`src/rtl/rx_frame_sequencer.sv`:
```
// Frame-level receive controller: sync acquisition, symbol/frame indexing,
// frame-aligned modulation/spreading config and datapath flush control.
module rx_frame_sequencer #(
    parameter int unsigned SYMB_PER_FRAME = 64,
    parameter int unsigned PREAMB_SYMB    = 2,
    parameter int unsigned FFT_LEN        = 1024,
    parameter int unsigned CP_LEN         = 32,
    parameter int unsigned TIMEOUT_SYM    = 4,
    parameter int unsigned RST_HOLD       = 16
) (
    input  logic       clk,
    input  logic       rst,
    input  logic       ifound_sync,
    input  logic       isop,
    input  logic [2:0] index_M_in,
    input  logic [3:0] index_SS_in,
    input  logic       icfg_upd,
    output logic       odel_rst,
    output logic [2:0] oindex_M,
    output logic [3:0] oindex_SS,
    output logic [6:0] osymb_idx,
    output logic       osof,
    output logic       oeof,
    output logic       opream,
    output logic       olost_sync,
    output logic [1:0] ostate
);

    localparam int unsigned TS       = FFT_LEN + CP_LEN;
    localparam int unsigned WD_LIMIT = TIMEOUT_SYM * TS;
    localparam int unsigned WD_W     = $clog2(WD_LIMIT + 1);
    localparam int unsigned HOLD_W   = $clog2(RST_HOLD + 1);

    localparam logic [6:0]        LAST_IDX   = 7'(SYMB_PER_FRAME - 1);
    localparam logic [6:0]        PREAMB_IDX = 7'(PREAMB_SYMB);
    localparam logic [WD_W-1:0]   WD_HIT     = WD_W'(WD_LIMIT - 1);
    localparam logic [HOLD_W-1:0] HOLD_LAST  = HOLD_W'(RST_HOLD - 1);

    typedef enum logic [1:0] {
        ST_FLUSH = 2'd0,
        ST_IDLE  = 2'd1,
        ST_ACQ   = 2'd2,
        ST_TRACK = 2'd3
    } state_t;

    state_t            state, state_n;
    logic [HOLD_W-1:0] hold_cnt, hold_n;
    logic [WD_W-1:0]   wd_cnt, wd_n;
    logic [2:0]        pend_m, pend_m_n;
    logic [3:0]        pend_ss, pend_ss_n;
    logic              pend_flag, pend_flag_n;
    logic              del_n, sof_n, eof_n, pream_n, lost_n;
    logic [2:0]        m_n;
    logic [3:0]        ss_n;
    logic [6:0]        idx_n;
    logic              frame_start;

    assign ostate = state;

    // Next-state, counters, config hand-over and output values.
    always_comb begin
        state_n     = state;
        hold_n      = hold_cnt;
        wd_n        = wd_cnt;
        pend_m_n    = pend_m;
        pend_ss_n   = pend_ss;
        pend_flag_n = pend_flag;
        m_n         = oindex_M;
        ss_n        = oindex_SS;
        idx_n       = osymb_idx;
        del_n       = odel_rst;
        sof_n       = 1'b0;
        eof_n       = 1'b0;
        lost_n      = 1'b0;
        frame_start = 1'b0;

        case (state)
            ST_FLUSH: begin
                del_n = 1'b0;
                wd_n  = '0;
                if (hold_cnt == HOLD_LAST) begin
                    state_n = ST_IDLE;
                    del_n   = 1'b1;
                    hold_n  = '0;
                end else begin
                    hold_n = hold_cnt + 1'b1;
                end
            end
            ST_IDLE: begin
                del_n = 1'b1;
                wd_n  = '0;
                if (ifound_sync) state_n = ST_ACQ;
            end
            default: begin
                // sync loss wins over a same-cycle strobe and the watchdog
                if (!ifound_sync) begin
                    lost_n  = 1'b1;
                    state_n = ST_FLUSH;
                    del_n   = 1'b0;
                    hold_n  = '0;
                end else if (isop) begin
                    wd_n    = '0;
                    state_n = ST_TRACK;
                    if (state == ST_ACQ || osymb_idx == LAST_IDX) begin
                        idx_n       = '0;
                        sof_n       = 1'b1;
                        frame_start = 1'b1;
                    end else begin
                        idx_n = osymb_idx + 7'd1;
                        eof_n = ((osymb_idx + 7'd1) == LAST_IDX);
                    end
                end else if (wd_cnt >= WD_HIT) begin
                    // the count reaches the limit on this edge
                    lost_n  = 1'b1;
                    state_n = ST_FLUSH;
                    del_n   = 1'b0;
                    hold_n  = '0;
                end else begin
                    wd_n = wd_cnt + 1'b1;
                end
            end
        endcase

        // pending config set in an earlier cycle is applied at frame start
        if (frame_start && pend_flag) begin
            m_n         = pend_m;
            ss_n        = pend_ss;
            pend_flag_n = 1'b0;
        end
        if (icfg_upd) begin
            pend_m_n    = index_M_in;
            pend_ss_n   = index_SS_in;
            pend_flag_n = 1'b1;
        end

        pream_n = (state_n == ST_TRACK) && (idx_n < PREAMB_IDX);
    end

    // State and registered outputs with synchronous active-low reset.
    always_ff @(posedge clk) begin
        if (!rst) begin
            state      <= ST_FLUSH;
            hold_cnt   <= '0;
            wd_cnt     <= '0;
            pend_m     <= '0;
            pend_ss    <= '0;
            pend_flag  <= 1'b0;
            odel_rst   <= 1'b0;
            oindex_M   <= '0;
            oindex_SS  <= '0;
            osymb_idx  <= '0;
            osof       <= 1'b0;
            oeof       <= 1'b0;
            opream     <= 1'b0;
            olost_sync <= 1'b0;
        end else begin
            state      <= state_n;
            hold_cnt   <= hold_n;
            wd_cnt     <= wd_n;
            pend_m     <= pend_m_n;
            pend_ss    <= pend_ss_n;
            pend_flag  <= pend_flag_n;
            odel_rst   <= del_n;
            oindex_M   <= m_n;
            oindex_SS  <= ss_n;
            osymb_idx  <= idx_n;
            osof       <= sof_n;
            oeof       <= eof_n;
            opream     <= pream_n;
            olost_sync <= lost_n;
        end
    end

endmodule

```
`config.mk`:
```
export PLATFORM = sky130hd
export DESIGN_NAME = rx_frame_sequencer
export DESIGN_NICKNAME = d
export VERILOG_FILES = /design/src/rtl/rx_frame_sequencer.sv
export SDC_FILE = /design/constraint.sdc
export NUM_CORES = 1
export LEC_CHECK = 0
export BUFFER_PORTS_ARGS = -buffer_cell sky130_fd_sc_hd__buf_2
export CAP_MARGIN = 0
export CORE_MARGIN = 2
export CORE_UTILIZATION = 34
export CTS_CLUSTER_SIZE = 8
export DETAILED_ROUTE_END_ITERATION = 10
export SETUP_SLACK_MARGIN = 0.02
export SYNTH_ARGS = -nofsm -noshare
export SYNTH_HDL_FRONTEND = slang
export SYNTH_SLANG_ARGS = --single-unit
export TNS_END_PERCENT = 1
```
`constraint.sdc`:
```
create_clock -name clk -period 2.6 [get_ports clk]
set_clock_uncertainty 0.1 [all_clocks]
set_input_delay 0.52 -clock clk [delete_from_list [all_inputs] [get_ports clk]]
set_output_delay 0.52 -clock clk [all_outputs]
set_load 0.01 [all_outputs]
```
==> impl_metrics.env <==
export IMPL_outcome="finished, final reports clean"
export IMPL_vdd_drop_max_v=0.000228
export IMPL_wl_per_cell_microns=13.0
export IMPL_boundaryPins=33
export IMPL_worst_pin_slew_ns=0.525
export IMPL_tns_ns=0
export IMPL_dr_pass1_iters=6
export IMPL_cts_max_level=2
export IMPL_path_class="reg -> reg"
export IMPL_power_density_nw_per_um2=533
export IMPL_cts_root_buf="clkbuf_8"
export IMPL_yosysTopAreaCell="dfxtp_1"
export IMPL_cp_arrival_ns=2.38
export IMPL_crit_path_start_kind="flop"
export IMPL_critPathCaptureType="flop"
export IMPL_relSlewSlack_pct=64.6
export IMPL_synth_seq_cells=47
export IMPL_final_common_cell="dfxtp_1"
export IMPL_rsz0062_at_grt="false"
export IMPL_cts_hold_buffers=0
export IMPL_io_buffers=32
export IMPL_grt_pass1_vias=1795
export IMPL_yosysSeqAreaShare_pct=42.7
export IMPL_grt_max_degree=32
export IMPL_wl_microns=4670
export IMPL_synth_edf_count=0
export IMPL_start_util_pct=34.9
export IMPL_hp_class="reg -> reg"
export IMPL_fillCellCount=671
export IMPL_cp_data_required_time_ns=2.72
export IMPL_num_antenna_cells=0
export IMPL_fp_dieArea_sq_um=7140
export IMPL_grt_overflow_total=0
export IMPL_power_leakage_nw=1.08
export IMPL_grt_pass1_wl_microns=8300
export IMPL_yosysTopAreaCellShare_pct=42.7
export IMPL_yosys_warnings=0
export IMPL_synthCells=253
export IMPL_hold_viol=0
export IMPL_vias=1824
export IMPL_drc_errors=0
export IMPL_antenna_found_initial=0
export IMPL_ant_nets=0
export IMPL_drive_above_1_share_pct=17.7
export IMPL_total_power_mw=1.36
export IMPL_period_needed_ns=2.26
export IMPL_placed_cells=352
export IMPL_initialDrtViolationCount=78
export IMPL_max_cap_violations=0
export IMPL_routabilityCongestion=0.821
export IMPL_core_area_sq_um=6310
export IMPL_cp_max_fo=6
export IMPL_gr_usage_all_layers_pct=14.0
export IMPL_synth_fp_nets=269
export IMPL_layout_common_cells="47 x dfxtp_1, 32 x buf_2, 24 x nor2_1"
export IMPL_cts_buffer_depth=2
export IMPL_setup_viol=0
export IMPL_cts_tree="built"
export IMPL_syn_area_per_cell_sq_um=8.71
export IMPL_ys_types=47
export IMPL_synthTopCellsByArea="dfxtp_1 43%, mux2i_1 6.4%, nor2b_1 5.7%"
export IMPL_via_per_inst=5.07
export IMPL_drv_slew=0
export IMPL_clock_latency_ns=0.31
export IMPL_syn_to_final_growth_pct=15.6
export IMPL_final_cells=360
export IMPL_max_freq_mhz=443
export IMPL_synth_async_reset_ratio_pct=0
export IMPL_clkSinkCount=47
export IMPL_fin_nets=298
export IMPL_fin_crit_sh_pct=86.7
export IMPL_die_w_microns=84.5
export IMPL_syn_area_sq_um=2200
export IMPL_cts_clk_slew_worst_paths_ns=0.10
export IMPL_dp_hpwl_microns=3330
export IMPL_cts_buffers=5
export IMPL_fp_dieH_microns=84.5
export IMPL_synth_main_ff_cell="dfxtp_1"
export IMPL_placementRows=29
through the flow:
stage	hold slack, ns	instance area [sq um]	util, %	worst slack (ns)
2_1_floorplan	0.329	2200	-	0.525
3_3_place_gp	0.342	2430	38.4	0.395
3_5_place_dp	0.350	2430	38.4	0.297
4_1_cts	0.351	2540	40.3	0.285
5_1_grt	0.375	2550	40.3	0.0281
6_report	0.359	2550	40.3	0.345
flip-flops by register name, indices dropped and copies added (netlist names):
name        cells
hold_cnt        5
ostate          2
pend_flag       1
wd_cnt         13
opream          1
osof            1
oeof            1
oindex_M        3
pend_ss         4
pend_m          3
oindex_SS       4
odel_rst        1
osymb_idx       7
olost_sync      1
where the power goes:
| part | switching [mW] | leakage (nW) | internal (mW) | total (mW) |
|---|---|---|---|---|
| Clock | 0.264 | 0.0587 | 0.292 | 0.556 |
| Sequential | 0.00788 | 0.381 | 0.731 | 0.739 |
| Combinational | 0.0330 | 0.636 | 0.0301 | 0.0630 |
logic make-up after synthesis:
family          count (synthesis)  share of synthesized area [%]
fa+ha+maj                       4                           2.27
flops                          47                           42.7
buf+inv                        18                           3.12
mux                            14                           6.36
xor+xnor                        9                           3.58
compound gates                 53                           16.5
simple gates                  108                           25.5
worst max-delay path, stage by stage (launching register included):
cell,delay (ns)
dfxtp_1,0.43
ha_1,0.34
nand3_1,0.16
o31ai_1,0.46
a21oi_1,0.11
a2111o_1,0.41
nor4_1,0.16
what timing repair did:
action / 4_1_cts / 5_1_grt
endpoints found under the setup margin: 0 / 3
resized for setup: 0 / 1
buffers inserted: 0 / 0
cell usage after synthesis (2+ instances only):
cell type	n
a31oi_1	2
nor4_1	4
and3_1	5
nor2_1	24
a21oi_1	9
nand2b_1	3
nor3_1	3
a31o_2	4
and2_1	4
xor2_1	4
o31ai_1	3
or3_1	3
nor2b_1	20
nand3_1	12
xnor2_1	5
a21o_1	2
mux2i_1	14
dfxtp_1	47
a21boi_0	3
inv_1	7
clkbuf_1	10
o211ai_1	2
nand4_1	2
nand2_1	20
a22oi_1	2
a211oi_1	2
ha_1	4
o21ai_0	14
final timing paths:
kind                                    from     endpoint  slack, ns  cells after the start
worst max-delay path            osymb_idx[1]       opream       0.34                      6
worst min-delay path             hold_cnt[4]  hold_cnt[4]       0.36                      2
worst max register to register  osymb_idx[1]       opream       0.34                      6
worst min register to register   hold_cnt[4]  hold_cnt[4]       0.36                      2
cell type report:
class                           count  area (sq um)  area share (%)
Sequential cell                    47           941            36.9
Tap cell                           77          96.3            3.78
Multi-Input combinational cell    188          1200            47.1
Inverter                            7          26.3            1.03
Clock inverter                      3          47.5            1.87
Timing Repair Buffer               33           168            6.58
Clock buffer                        5          68.8            2.70
per-layer routing:
layer  part of all wire (%)  track usage (%)
met3                    2.9             3.34
met1                     50             18.4
met4                    1.7             5.63
met5                      0                0
met2                     45             22.0
Power figures use the tool's default switching activity.
